===== config.mk =====
export PLATFORM = sky130hd
export DESIGN_NAME = clock_stepper
export DESIGN_NICKNAME = d
export VERILOG_FILES = /design/src/rtl/clock_stepper_pkg.sv /design/src/rtl/clock_stepper_bp_compare.sv /design/src/rtl/clock_stepper.sv
export SDC_FILE = /design/constraint.sdc
export NUM_CORES = 1
export LEC_CHECK = 0
export BUFFER_PORTS_ARGS = -buffer_cell sky130_fd_sc_hd__buf_2
export CAP_MARGIN = 20
export CORE_ASPECT_RATIO = 2
export CORE_MARGIN = 1
export CORE_UTILIZATION = 56
export CTS_CLUSTER_SIZE = 20
export DETAILED_ROUTE_END_ITERATION = 10
export HOLD_SLACK_MARGIN = 0.12
export PLACE_DENSITY = 0.86
export SETUP_SLACK_MARGIN = 0.02
export SYNTH_ARGS = -nofsm -noshare
export SYNTH_HDL_FRONTEND = slang
export SYNTH_HIERARCHICAL = 1
export SYNTH_SLANG_ARGS = --single-unit
export TNS_END_PERCENT = 10

===== constraint.sdc =====
create_clock -name clk -period 6 [get_ports clk]
set_input_delay 1.2 -clock clk [delete_from_list [all_inputs] [get_ports clk]]
set_output_delay 1.2 -clock clk [all_outputs]
set_load 0.005 [all_outputs]

===== src/rtl/clock_stepper_pkg.sv =====
// clock_stepper_pkg: shared mode/state types and index-width helper for the clock stepper
package clock_stepper_pkg;
  typedef enum logic [1:0] {HALT, RUN, STEP, BURST} stepper_mode_t;
  typedef enum logic [1:0] {IDLE_S, RUN_S, BURST_S, BREAK_S} state_t;
  function automatic int idx_width(input int n);
    return n > 1 ? $clog2(n) : 1;
  endfunction
endpackage


===== src/rtl/clock_stepper_bp_compare.sv =====
// bp_compare: combinational breakpoint matcher where the lowest matching index wins
module bp_compare
  import clock_stepper_pkg::*;
#(
  parameter int NUM_BP     = 2,
  parameter int ADDR_WIDTH = 16
) (
  input  logic [ADDR_WIDTH-1:0]        pc,
  input  logic [NUM_BP*ADDR_WIDTH-1:0] addr,
  input  logic [NUM_BP-1:0]            en,
  output logic                         match,
  output logic [idx_width(NUM_BP)-1:0] index
);
  localparam int IW = idx_width(NUM_BP);
  always_comb begin
    match = 1'b0;
    index = '0;
    for (int i = NUM_BP - 1; i >= 0; i--) begin
      if (en[i] && pc == addr[i*ADDR_WIDTH +: ADDR_WIDTH]) begin
        match = 1'b1;
        index = IW'(i);
      end
    end
  end
endmodule


===== src/rtl/clock_stepper.sv =====
// clock_stepper: core clock-enable generator with halt/run/step/burst modes, breakpoints and a retired-step counter
module clock_stepper
  import clock_stepper_pkg::*;
#(
  parameter int DIV_WIDTH   = 16,
  parameter int BURST_WIDTH = 8,
  parameter int ADDR_WIDTH  = 16,
  parameter int NUM_BP      = 2,
  parameter int CNT_WIDTH   = 32
) (
  input  logic                         clk,
  input  logic                         rst,
  input  logic [1:0]                   mode,
  input  logic                         step,
  input  logic [DIV_WIDTH-1:0]         div,
  input  logic [BURST_WIDTH-1:0]       burst_len,
  input  logic [ADDR_WIDTH-1:0]        pc,
  input  logic [NUM_BP*ADDR_WIDTH-1:0] bp_addr,
  input  logic [NUM_BP-1:0]            bp_en,
  input  logic                         bp_clear,
  output logic                         core_ce,
  output logic                         running,
  output logic                         bp_hit,
  output logic [idx_width(NUM_BP)-1:0] bp_index,
  output logic [CNT_WIDTH-1:0]         step_count
);
  localparam int IW = idx_width(NUM_BP);
  stepper_mode_t m;
  state_t state, state_d;
  logic [DIV_WIDTH-1:0] presc, presc_d;
  logic [BURST_WIDTH-1:0] rem, rem_d;
  logic [IW-1:0] idx_d, hit_idx;
  logic step_q, trig, match, tick, ce_d, active, stays;
  assign m = stepper_mode_t'(mode);
  assign trig = step & ~step_q;
  assign active = state == RUN_S || state == BURST_S;
  assign tick = active && presc == '0;
  assign stays = state_d == RUN_S || state_d == BURST_S;
  assign presc_d = (active && stays) ? (tick ? div : presc - DIV_WIDTH'(1)) : '0;
  bp_compare #(.NUM_BP(NUM_BP), .ADDR_WIDTH(ADDR_WIDTH)) u_bp (
    .pc(pc), .addr(bp_addr), .en(bp_en), .match(match), .index(hit_idx)
  );
  always_comb begin
    state_d = state;
    ce_d = 1'b0;
    rem_d = rem;
    idx_d = bp_index;
    case (state)
      IDLE_S:
        if (m == RUN) state_d = RUN_S;
        else if (m == STEP && trig) ce_d = 1'b1;
        else if (m == BURST && trig && burst_len != '0) begin
          state_d = BURST_S;
          rem_d = burst_len;
        end
      RUN_S:
        if (m != RUN) state_d = IDLE_S;
        else if (tick && match) begin
          state_d = BREAK_S;
          idx_d = hit_idx;
        end
        else ce_d = tick;
      BURST_S:
        if (m != BURST) begin
          state_d = IDLE_S;
          rem_d = '0;
        end
        else if (tick && match) begin
          state_d = BREAK_S;
          idx_d = hit_idx;
          rem_d = '0;
        end
        else if (tick) begin
          ce_d = 1'b1;
          rem_d = rem - BURST_WIDTH'(1);
          state_d = rem == BURST_WIDTH'(1) ? IDLE_S : BURST_S;
        end
      BREAK_S:
        if (m == HALT) state_d = IDLE_S;
        else if (m == STEP && trig) begin
          ce_d = 1'b1;
          state_d = IDLE_S;
        end
        else if (bp_clear) state_d = IDLE_S;
    endcase
  end
  always_ff @(posedge clk or negedge rst) begin
    if (!rst) begin
      state <= IDLE_S;
      presc <= '0;
      rem <= '0;
      step_q <= 1'b0;
      core_ce <= 1'b0;
      running <= 1'b0;
      bp_hit <= 1'b0;
      bp_index <= '0;
      step_count <= '0;
    end else begin
      state <= state_d;
      presc <= presc_d;
      rem <= rem_d;
      step_q <= step;
      core_ce <= ce_d;
      running <= stays;
      bp_hit <= state_d == BREAK_S;
      bp_index <= idx_d;
      step_count <= step_count + CNT_WIDTH'(core_ce);
    end
  end
endmodule

Yosys cells after proc, flatten, opt, wreduce, memory -nomap -nowiden
Cells that the tools add are included.
{ "word_totals": {"ff_bits": 63, "inputBits": 80, "output_inout_bits": 36, "elab_cells": 90} }
{ "op_classes": {"muxes": 38, "reduce_logical": 18, "n_eq_ne": 20, "bitwise_logic": 2, "add_sub_neg": 3} }
{ "op_table": {"columns": ["op", "count"], "rows": [
  ["2-to-1 mux 8 bit", 6],
  ["adder 32 x 1 -> 32 bit", 1],
  ["== test 16 bit", 2],
  ["2-to-1 mux 16 bit", 2],
  ["2-to-1 mux 2 bit", 12],
  ["logical NOT 16 bit", 1],
  ["one-hot mux 8 bit (2 select lines)", 1],
  ["subtractor 16 x 1 -> 16 bit (second input constant)", 1],
  ["2-to-1 mux 1 bit", 14],
  ["== test 2 bit (second input constant)", 6],
  ["inequality test 2 bit (second input constant)", 6],
  ["== test 8 x 1 -> 1 bit (second input constant)", 1],
  ["logical AND 1 bit", 8],
  ["one-hot mux 2 bit (4 select lines)", 1],
  ["nonzero test 8 bit", 1],
  ["subtractor 8 x 1 -> 8 bit (second input constant)", 1],
  ["== test 2 x 1 -> 1 bit (second input constant)", 3],
  ["AND reduction 5 bit", 1],
  ["logical NOT 2 bit", 2],
  ["inequality test 4 x 2 -> 1 bit (second input constant)", 1],
  ["one-hot mux 1 bit (4 select lines)", 1],
  ["nonzero test 2 bit", 2],
  ["AND reduction 3 bit", 1],
  ["logical OR 1 bit", 2],
  ["4 further kinds", 4]
]} }

Longest topological paths before layout
Gate-level depths: netlist of run 1.
{ "depth": {"ltp_word": 12, "ltp_mapped": 13, "mapped_depth_nobuf": 11} }

Modules after synthesis
The synthesis of run 1 kept the hierarchy.
{ "modules_own_cells": {"columns": ["module", "cells_each", "area_each_um2", "seq_area_each_um2", "n_inst"], "rows": [
  ["clock_stepper", 328, 3345.7, 1576.5, 1],
  ["bp_compare", 46, 396.6, 0.0, 1]
]} }

Worst setup path after synthesis of run 1
Ideal clock, no wire load.
{ "synth_path": {"path_type": "input to register", "from": "input pc[7]", "to": "register presc[10]", "arrival_time_ps": 3454, "setup_ps": 145, "n_path_buf": 2, "path_slack_ps": 2401, "path_stages": 13, "t_required_ps": 5855, "cell_sequence": "xnor2_1 -> nand4_1 -> nor4_2 -> o2bb2ai_1 -> buf_2 -> nor2_1 -> a311oi_1 -> a31oi_1 -> a31oi_1 -> ha_1 -> nand2_1 -> clkbuf_1 -> a211oi_1"} }
{ "synth_between": {"elab_chain_cells": 12, "word_cells_on_any_way": 17, "cone_classes": "eq/ne: 4; mux: 8; reduce/logical: 5"} }
{ "synth_rtl": {"columns": ["item", "line", "source"], "rows": [
  ["start: declaration", "clock_stepper.sv:17", "input logic [ADDR_WIDTH-1:0] pc,"],
  ["== test 16 bit", "clock_stepper_bp_compare.sv:19", "if (en[i] && pc == addr[i*ADDR_WIDTH +: ADDR_WIDTH]) begin"],
  ["logical AND 1 bit", "clock_stepper_bp_compare.sv:19", null],
  ["2-to-1 mux 1 bit", "clock_stepper_bp_compare.sv:19", null],
  ["2-to-1 mux 1 bit (*)", "clock_stepper_bp_compare.sv:19", null],
  ["via match", "clock_stepper.sv:33", "logic step_q, trig, match, tick, ce_d, active, stays;"],
  ["logical AND 1 bit (*)", "clock_stepper.sv:58, clock_stepper.sv:68", null],
  ["2-to-1 mux 2 bit (on tied branches)", "clock_stepper.sv:68, clock_stepper.sv:58", null],
  ["2-to-1 mux 2 bit (on tied branches)", "clock_stepper.sv:64, clock_stepper.sv:57", null],
  ["one-hot mux 2 bit (4 select lines) (*)", "clock_stepper.sv:48", "case (state)"],
  ["via state_d[1]", "clock_stepper.sv:29", "state_t state, state_d;"],
  ["== test 2 x 1 -> 1 bit / == test 2 bit (equally long branches)", "clock_stepper.sv:38", "assign stays = state_d == RUN_S || state_d == BURST_S;"],
  ["logical OR 1 bit (*)", "clock_stepper.sv:38", null],
  ["via stays", "clock_stepper.sv:33", null],
  ["logical AND 1 bit (*)", "clock_stepper.sv:39", "assign presc_d = (active && stays) ? (tick ? div : presc - DIV_WIDTH'(1)) : '0;"],
  ["2-to-1 mux 16 bit (*)", "clock_stepper.sv:39", null],
  ["via presc_d[10]", "clock_stepper.sv:30", "logic [DIV_WIDTH-1:0] presc, presc_d;"],
  ["end signal: assignment", "clock_stepper.sv:100", "presc <= presc_d;"],
  ["end: declaration", "clock_stepper.sv:30", null]
]} }
Mark *: on every way through the listed nets, which the timed path passes. The rest lies on a longest branch.
A chain may end at the register's enable or synchronous reset.

Worst setup path in the final report of run 1
{ "layout_path": {"from": "input bp_addr[27]", "to": "register presc[14]"} }
{ "layout_between": {"elab_chain_cells": 12, "word_cells_on_any_way": 15, "cone_classes": "eq/ne: 3; mux: 8; reduce/logical: 4"} }
{ "layout_rtl": {"columns": ["item", "line", "source"], "rows": [
  ["start: declaration", "clock_stepper.sv:18", "input logic [NUM_BP*ADDR_WIDTH-1:0] bp_addr,"],
  ["== test 16 bit (*)", "clock_stepper_bp_compare.sv:19", null],
  ["logical AND 1 bit (*)", "clock_stepper_bp_compare.sv:19", null],
  ["2-to-1 mux 1 bit (*) (2 in a row)", "clock_stepper_bp_compare.sv:19", null],
  ["via match", "clock_stepper.sv:33", null],
  ["logical AND 1 bit (*)", "clock_stepper.sv:58, clock_stepper.sv:68", null],
  ["2-to-1 mux 2 bit (on tied branches)", "clock_stepper.sv:68, clock_stepper.sv:58", null],
  ["2-to-1 mux 2 bit (on tied branches)", "clock_stepper.sv:64, clock_stepper.sv:57", null],
  ["one-hot mux 2 bit (4 select lines) (*)", "clock_stepper.sv:48", null],
  ["via state_d[1]", "clock_stepper.sv:29", null],
  ["== test 2 x 1 -> 1 bit / == test 2 bit (equally long branches)", "clock_stepper.sv:38", null],
  ["logical OR 1 bit (*)", "clock_stepper.sv:38", null],
  ["via stays", "clock_stepper.sv:33", null],
  ["logical AND 1 bit (*)", "clock_stepper.sv:39", null],
  ["2-to-1 mux 16 bit (*)", "clock_stepper.sv:39", null],
  ["via presc_d[14]", "clock_stepper.sv:30", null]
]} }
Marked as above.

==> results of run 1 <==
## stage by stage
| step | instance area, sq um | std cells | hold WS, ns |
|---|---|---|---|
| floorplan | 3740 | 374 | 0.465 |
| global placement | 4390 | 568 | 0.451 |
| detailed placement | 4390 | 568 | 0.456 |
| CTS | 4700 | 583 | 0.467 |
| global route | 4700 | 583 | 0.480 |
| finish | 4700 | 583 | 0.462 |
## cell families after synthesis
family | after synthesis | share of synthesized area, %
AND/OR/NAND/NOR | 135 | 20.5
XOR/XNOR | 76 | 17.8
flip-flops | 63 | 42.1
AO/OA/AOI/OAI | 59 | 12.1
buffers and inverters | 28 | 3.21
adder cells (fa/ha/maj) | 11 | 3.68
multiplexers | 2 | 0.602
## worst register-to-register path: stages (launching register included)
cell and delay, ns:
dfrtp_1 0.44, inv_1 0.12, ha_1 0.32, nor4bb_1 0.25
and4_1 0.51, nor2_1 0.10, o21ai_0 0.18, a31oi_1 0.14
ha_1 0.31, nand2_1 0.37, a211oi_1 0.42
## power groups by stage
| stage | sequential (mW) | combinational [mW] | clock (mW) |
|---|---|---|---|
| after global routing | 0.570 | 0.689 | 0.576 |
| final | 0.563 | 0.620 | 0.548 |
| after global placement | 0.564 | 0.586 | 0 |
| after detailed placement | 0.567 | 0.608 | 0 |
| after CTS | 0.562 | 0.617 | 0.557 |
| after floorplan | 0.553 | 0.460 | 0 |
## cell usage in the layout (no fill, tap or decap), types with 2 or more instances in the layout
master,count
o22ai_1,7
o2bb2ai_1,3
nand2_1,24
buf_2,115
nand3_1,18
ha_1,11
bufinv_16,2
xor2_1,34
xnor2_1,42
a211oi_2,4
clkinv_2,2
and2_1,3
nor3_1,8
a31oi_1,2
a21oi_1,8
nor2_1,34
or3_1,4
clkbuf_16,9
dfrtp_1,63
nor4_2,8
a32oi_1,5
o21ai_0,4
inv_1,18
nor4_1,4
nand4_1,15
and4_1,2
buf_4,2
nor2b_1,3
a211oi_1,15
## area by class of cell
type | instances | area (sq um) | share of cell area (%)
Multi-Input combinational cell | 283 | 2050 | 43.5
Sequential cell | 63 | 1580 | 33.5
Timing Repair Buffer | 117 | 591 | 12.6
Clock buffer | 9 | 225 | 4.79
Tap cell | 86 | 108 | 2.29
Clock inverter | 6 | 86.3 | 1.84
Inverter | 19 | 71.3 | 1.52
## how the worst max path moves through the flow
stage	startpoint	slack, ns	end
6_report	bp_addr[27]	2.03	presc[14]$_DFF_PN0_
5_1_grt	bp_addr[27]	1.85	presc[14]$_DFF_PN0_
4_1_cts	bp_addr[27]	2.12	presc[14]$_DFF_PN0_
3_5_place_dp	bp_addr[27]	1.82	presc[14]$_DFF_PN0_
3_3_place_gp	bp_addr[27]	1.99	presc[1]$_DFF_PN0_
2_1_floorplan	pc[7]	2.40	presc[10]$_DFF_PN0_
## state kept, by name, summed over array words and instances (netlist names)
name,count
presc,16
step_count,32
core_ce,1
state,2
bp_index,1
step_q,1
running,1
rem,8
bp_hit,1
## per-layer routing
layer  up-vias  wire length [um]  global-route usage [%]
met2       129              5110                    49.3
met5         -                 0                       0
li1       1570                 -                       -
met3        20               423                    5.49
met4         0               266                    14.0
met1      1582              3140                    27.8
==> out/summary.txt, run 1 <==
Worst setup EP type -> flip-flop
Hold-fix buffers, CTS -> 0
routed vias/inst -> 5.66
FF-to-FF End -> presc[14]$_DFF_PN0_
Hold Path End -> step_count[31]$_DFF_PN0_
net switching power figure -> 0.625 mW
clock buffer depth -> 2
hold depth -> 1
synth unique cells -> 54
worst r2r src -> state[1]$_DFF_PN0_
first-pass GRT wire length -> 14.4 mm
vias -> 3,301
Sink Count -> 63
Starting Density -> 58.8%
Critical Path, Cell by Cell -> buf_2 -> xor2_1 -> nor4_2 -> nand4_1 -> o2bb2ai_1 -> nor2_1 -> a311oi_1 -> a31oi_1 -> a31oi_1 -> ha_1 -> nand2_1 -> a211oi_1
Worst Hold Launch -> step_count[31]$_DFF_PN0_
Layout fillers -> 505
Commonest cells post-synth -> 63 x dfrtp_1, 42 x xnor2_1, 34 x nor2_1, 34 x xor2_1, 24 x nand2_1
Critical Path RT -> 6.20 ns
Crit Path Class -> in -> reg
post-synthesis sequential area ratio -> 42.1%
Synth top area share -> 42.1%
Setup violations, final -> 0
ant diodes -> 0
final wirelength -> 8.94 mm
gpl congestion -> 0.887
floorplan row count -> 41
PD cells -> 368 mW/mm^2
die area -> 0.00703 sq mm
Yosys top cell by area -> dfrtp_1
Final Worst Setup Slack -> 2.03 ns
count leader, synth -> dfrtp_1
nets@finish -> 584
sequential share of power -> 32.5%
ANT nets after route -> 0
cts repair resizes -> 0
clock slew at reported path FFs -> 0.05 ns
Max stage delay on crit path -> 0.53 ns
asr flop ratio synth -> 100%
CP max FO -> 16
Int Power -> 1.11 mW
Crit path max-delay family -> compound AO/OA/AOI/OAI gates
Synth Register Bits -> 63
Core ar. -> 0.00636 sq mm
CTS tree -> done
drt initial violations -> 149
clock share of power -> 31.6%
Buffers on Ports -> 115
Switching Share -> 36.1%
Final Hold Violating Endpoints -> 0
gr usage total -> 27.3%
syn nets -> 465
Worst-Skew Late Latency -> 0.33 ns
Max IR drop VDD -> 0.000193 V
initial antenna violation count -> 0
pin count of the biggest net entering global routing -> 64
status -> completed
Congestion Overflow GR -> 0
crit path launch type -> input port
Mapped Cells -> 374
HP Class -> reg -> reg
critical path depth -> 12
Area growth, synth to finish -> 25.7%
IO Pins -> 116
worst-margin pin slew -> 0.776 ns
Syn Std Cell Area -> 0.00374 sq mm
Max Slew Vio Count -> 0
first drt pass iteration count -> 4
layout cell share with drive strength beyond 1 -> 30.8%
CTS buffer count -> 9
Comb pwr share -> 35.8%
post-route minimum period -> 3.97 ns
Pleak -> 2.23 nW
Most used DFF post-synth -> dfrtp_1
Max Clock Freq -> 0.252 GHz
largest cells by area after synthesis -> dfrtp_1 42%, xnor2_1 9.8%, xor2_1 8.0%, ha_1 3.7%, nor2_1 3.4%
Top cell by count, worst path -> a31oi_1
Rel. slew slack -> 47.9%
vias in the first global route -> 3,272
H-tree depth -> 3
Worst Clk Skew -> 0.00579 ns
unrepaired setup endpoints after global routing -> false
placed wire-length estimate -> 6.66 mm
die width -> 59.8 um
WL/cell -> 15.3 um
total negative slack -> 0 ns
CP max stage cell -> o2bb2ai_1
Worst Path Arrival -> 4.17 ns
reg-to-reg setup timing slack -> 2.71 ns
Design Power -> 1.73 mW
pre-CTS setup slack -> 1.82 ns
Root Driver -> clkbuf_16
# Post-CTS Setup Buffers -> 0
synthesis warning total -> 6
EDFF count, synth -> 0
Residual DRC -> 0
Syn Area/Cell -> 10.0 sq um
maxcap violations -> 0
Tcrit/Tclk final -> 66.2%
die height -> 118 um
fin util -> 73.9%
r2r worst-path depth -> 10
worst path bufs/invs -> 1
(Power assumes the default switching activity.)
==> run 2: changes to the inputs <==
CORE_UTILIZATION = 52   (was 56)
PLACE_DENSITY = 0.81   (was 0.86)
clock period = 3.9 ns   (was 6 ns; I/O delays follow)
==> run 2 against run 1 <==
First-iteration DRC count up 23%. Power up 48%. Worst setup slack got worse by 1.4 ns. Highest routed layer unchanged. Cell count grew 0.69%. Non-clock buffer count up 1. Via count rose by 0.18%. Critical endpoint is now presc[1]$_DFF_PN0_. Critical path depth unchanged. Flip-flop and latch count stayed put. Combinational power increased by 53%. Clock skew down 0.0017 ns. Clock power grew 38%. Count of clock-buffer cells in the layout increased by 5. Largest cell class unchanged.
==> out/summary.txt, run 2 (synthesis gave the netlist of run 1 again) <==
Design Power -> 2.57 mW (was 1.73 mW)
die width -> 62.0 um (was 59.8 um)
H-tree depth -> 3 (unchanged)
clock slew at reported path FFs -> 0.05 ns (about the same)
layout cell share with drive strength beyond 1 -> 30.6% (was 30.8%)
Worst-Skew Late Latency -> 0.33 ns (about the same)
Congestion Overflow GR -> 0 (unchanged)
Core ar. -> 0.00694 sq mm (was 0.00636 sq mm)
PD cells -> 548 mW/mm^2 (was 368 mW/mm^2)
Top cell by count, worst path -> a31oi_1 (unchanged)
Max Slew Vio Count -> 0 (unchanged)
routed vias/inst -> 5.63 (was 5.66)
Hold-fix buffers, CTS -> 0 (unchanged)
Hold Path End -> step_count[31]$_DFF_PN0_ (unchanged)
commonest non-fill, non-tap cells in the layout -> 115 x buf_2, 63 x dfrtp_1, 42 x xnor2_1 (unchanged)
Worst setup EP type -> flip-flop (unchanged)
Area growth, synth to finish -> 25.3% (was 25.7%)
Final Hold Violating Endpoints -> 0 (unchanged)
clock buffer depth -> 2 (unchanged)
Root Driver -> clkbuf_16 (unchanged)
cts repair resizes -> 0 (unchanged)
r2r worst-path depth -> 10 (unchanged)
Worst Path Arrival -> 3.46 ns (was 4.17 ns)
first-pass GRT wire length -> 14.4 mm (about the same)
initial antenna violation count -> 0 (unchanged)
CP max FO -> 16 (unchanged)
# Post-CTS Setup Buffers -> 0 (unchanged)
worst r2r src -> state[1]$_DFF_PN0_ (unchanged)
IO Pins -> 116 (unchanged)
Sink Count -> 63 (unchanged)
Starting Density -> 53.9% (was 58.8%)
reg-to-reg setup timing slack -> 0.67 ns (was 2.71 ns)
Residual DRC -> 0 (unchanged)
post-route minimum period -> 3.28 ns
gr usage total -> 26.0% (was 27.3%)
CP max stage cell -> nand2_1 (was o2bb2ai_1)
Reg with most FFs -> step_count (unchanged)
pin count of the biggest net entering global routing -> 44 (was 64)
drt initial violations -> 183 (was 149)
Tcrit/Tclk final -> 84.2%
nets@finish -> 585 (was 584)
Pleak -> 2.22 nW (was 2.23 nW)
floorplan row count -> 43 (was 41)
Max Clock Freq -> 0.305 GHz
vias in the first global route -> 3,319 (was 3,272)
die height -> 122 um (was 118 um)
ant diodes -> 0 (unchanged)
Worst Hold Launch -> step_count[31]$_DFF_PN0_ (unchanged)
status -> completed (unchanged)
final wirelength -> 9.04 mm (was 8.94 mm)
CTS buffer count -> 9 (unchanged)
crit path launch type -> input port (unchanged)
HP Class -> reg -> reg (unchanged)
total negative slack -> 0 ns (unchanged)
worst-margin pin slew -> 0.930 ns (was 0.776 ns)
max reg flops -> 32 (unchanged)
vias -> 3,307 (was 3,301)
Buffers on Ports -> 115 (unchanged)
CTS tree -> done (unchanged)
gpl congestion -> 0.796 (was 0.887)
hold depth -> 1 (unchanged)
commonest non-fill, non-tap cell in the layout -> buf_2 (unchanged)
Max IR drop VDD -> 0.000255 V (was 0.000193 V)
maxcap violations -> 0 (unchanged)
ANT nets after route -> 0 (unchanged)
FF-to-FF End -> presc[1]$_DFF_PN0_ (was presc[14]$_DFF_PN0_)
Max stage delay on crit path -> 0.48 ns (was 0.53 ns)
Largest regs -> step_count: 32 flops, presc: 16 flops, rem: 8 flops (unchanged)
Rel. slew slack -> 38.0% (was 47.9%)
Setup violations, final -> 0 (unchanged)
die area -> 0.00756 sq mm (was 0.00703 sq mm)
first drt pass iteration count -> 4 (unchanged)
Worst Clk Skew -> 0.00407 ns (was 0.00579 ns)
placed wire-length estimate -> 6.97 mm (was 6.66 mm)
Crit Path Class -> in -> reg (unchanged)
Critical Path RT -> 4.08 ns (was 6.20 ns)
Critical Path, Cell by Cell -> buf_2 -> xnor2_1 -> nand4_1 -> nor4_2 -> o2bb2ai_1 -> nor2_1 -> a311oi_1 -> a31oi_1 -> a31oi_1 -> ha_1 -> nand2_1 -> a211oi_1 (was buf_2 -> xor2_1 -> nor4_2 -> nand4_1 -> o2bb2ai_1 -> nor2_1 -> a311oi_1 -> a31oi_1 -> a31oi_1 -> ha_1 -> nand2_1 -> a211oi_1)
WL/cell -> 15.4 um (was 15.3 um)
unrepaired setup endpoints after global routing -> false (unchanged)
## run 2: cell types whose count changed in the layout (fill, tap and decap cells not counted)
cell,previous run,this run
buf_4,2,3
bufinv_16,2,0
clkbuf_1,0,1
clkbuf_8,0,4
clkinv_2,2,0
clkinv_4,1,0
clkinvlp_4,1,0
## run 2: per-stage QoR
stage	instance area [sq um]	utilization [%]	setup WS [ns]	hold WS, ns	std cells
2_1_floorplan	3740	-	0.721	0.465	374
3_3_place_gp	4400	63.5	0.428	0.451	573
3_5_place_dp	4400	63.5	0.302	0.468	573
4_1_cts	4690	67.6	0.659	0.479	587
5_1_grt	4690	67.6	0.388	0.501	587
6_report	4690	67.6	0.618	0.481	587
## run 2: layout make-up
| type | count | area (sq um) |
|---|---|---|
| clock buffers | 14 | 284 |
| fillers | 563 | 2250 |
| inverters | 19 | 71.3 |
| multi-input cells | 283 | 2050 |
| flip-flops and latches | 63 | 1580 |
| well taps | 90 | 113 |
| repair buffers | 118 | 598 |
## run 2: worst max path at each step
stage	to	start	cells after the start
2_1_floorplan	presc[10]$_DFF_PN0_	pc[7]	13
3_3_place_gp	presc[1]$_DFF_PN0_	pc[0]	12
4_1_cts	presc[0]$_DFF_PN0_	pc[0]	12
5_1_grt	presc[2]$_DFF_PN0_	pc[0]	12
6_report	presc[1]$_DFF_PN0_	pc[0]	12
3_5_place_dp	presc[0]$_DFF_PN0_	pc[0]	12
## run 2: routing by layer
metal	share of wire (%)	up-vias	GRT usage (%)
li1	-	1571	-
met1	35	1565	25.2
met2	56	138	46.6
met3	4.7	33	6.16
met4	4.7	0	15.4
met5	0	-	0
## run 2: power breakdown
part,internal [mW],switching [mW]
combinational,0.382,0.568
clock,0.492,0.262
sequential,0.765,0.101
total,1.64,0.931
## run 2: critical path, delay by kind of cell
family          cells  cell delay [ns]
compound gates      5             0.88
xor+xnor            1             0.29
fa+ha+maj           1             0.29
buf+inv             1             0.11
simple gates        4             1.11
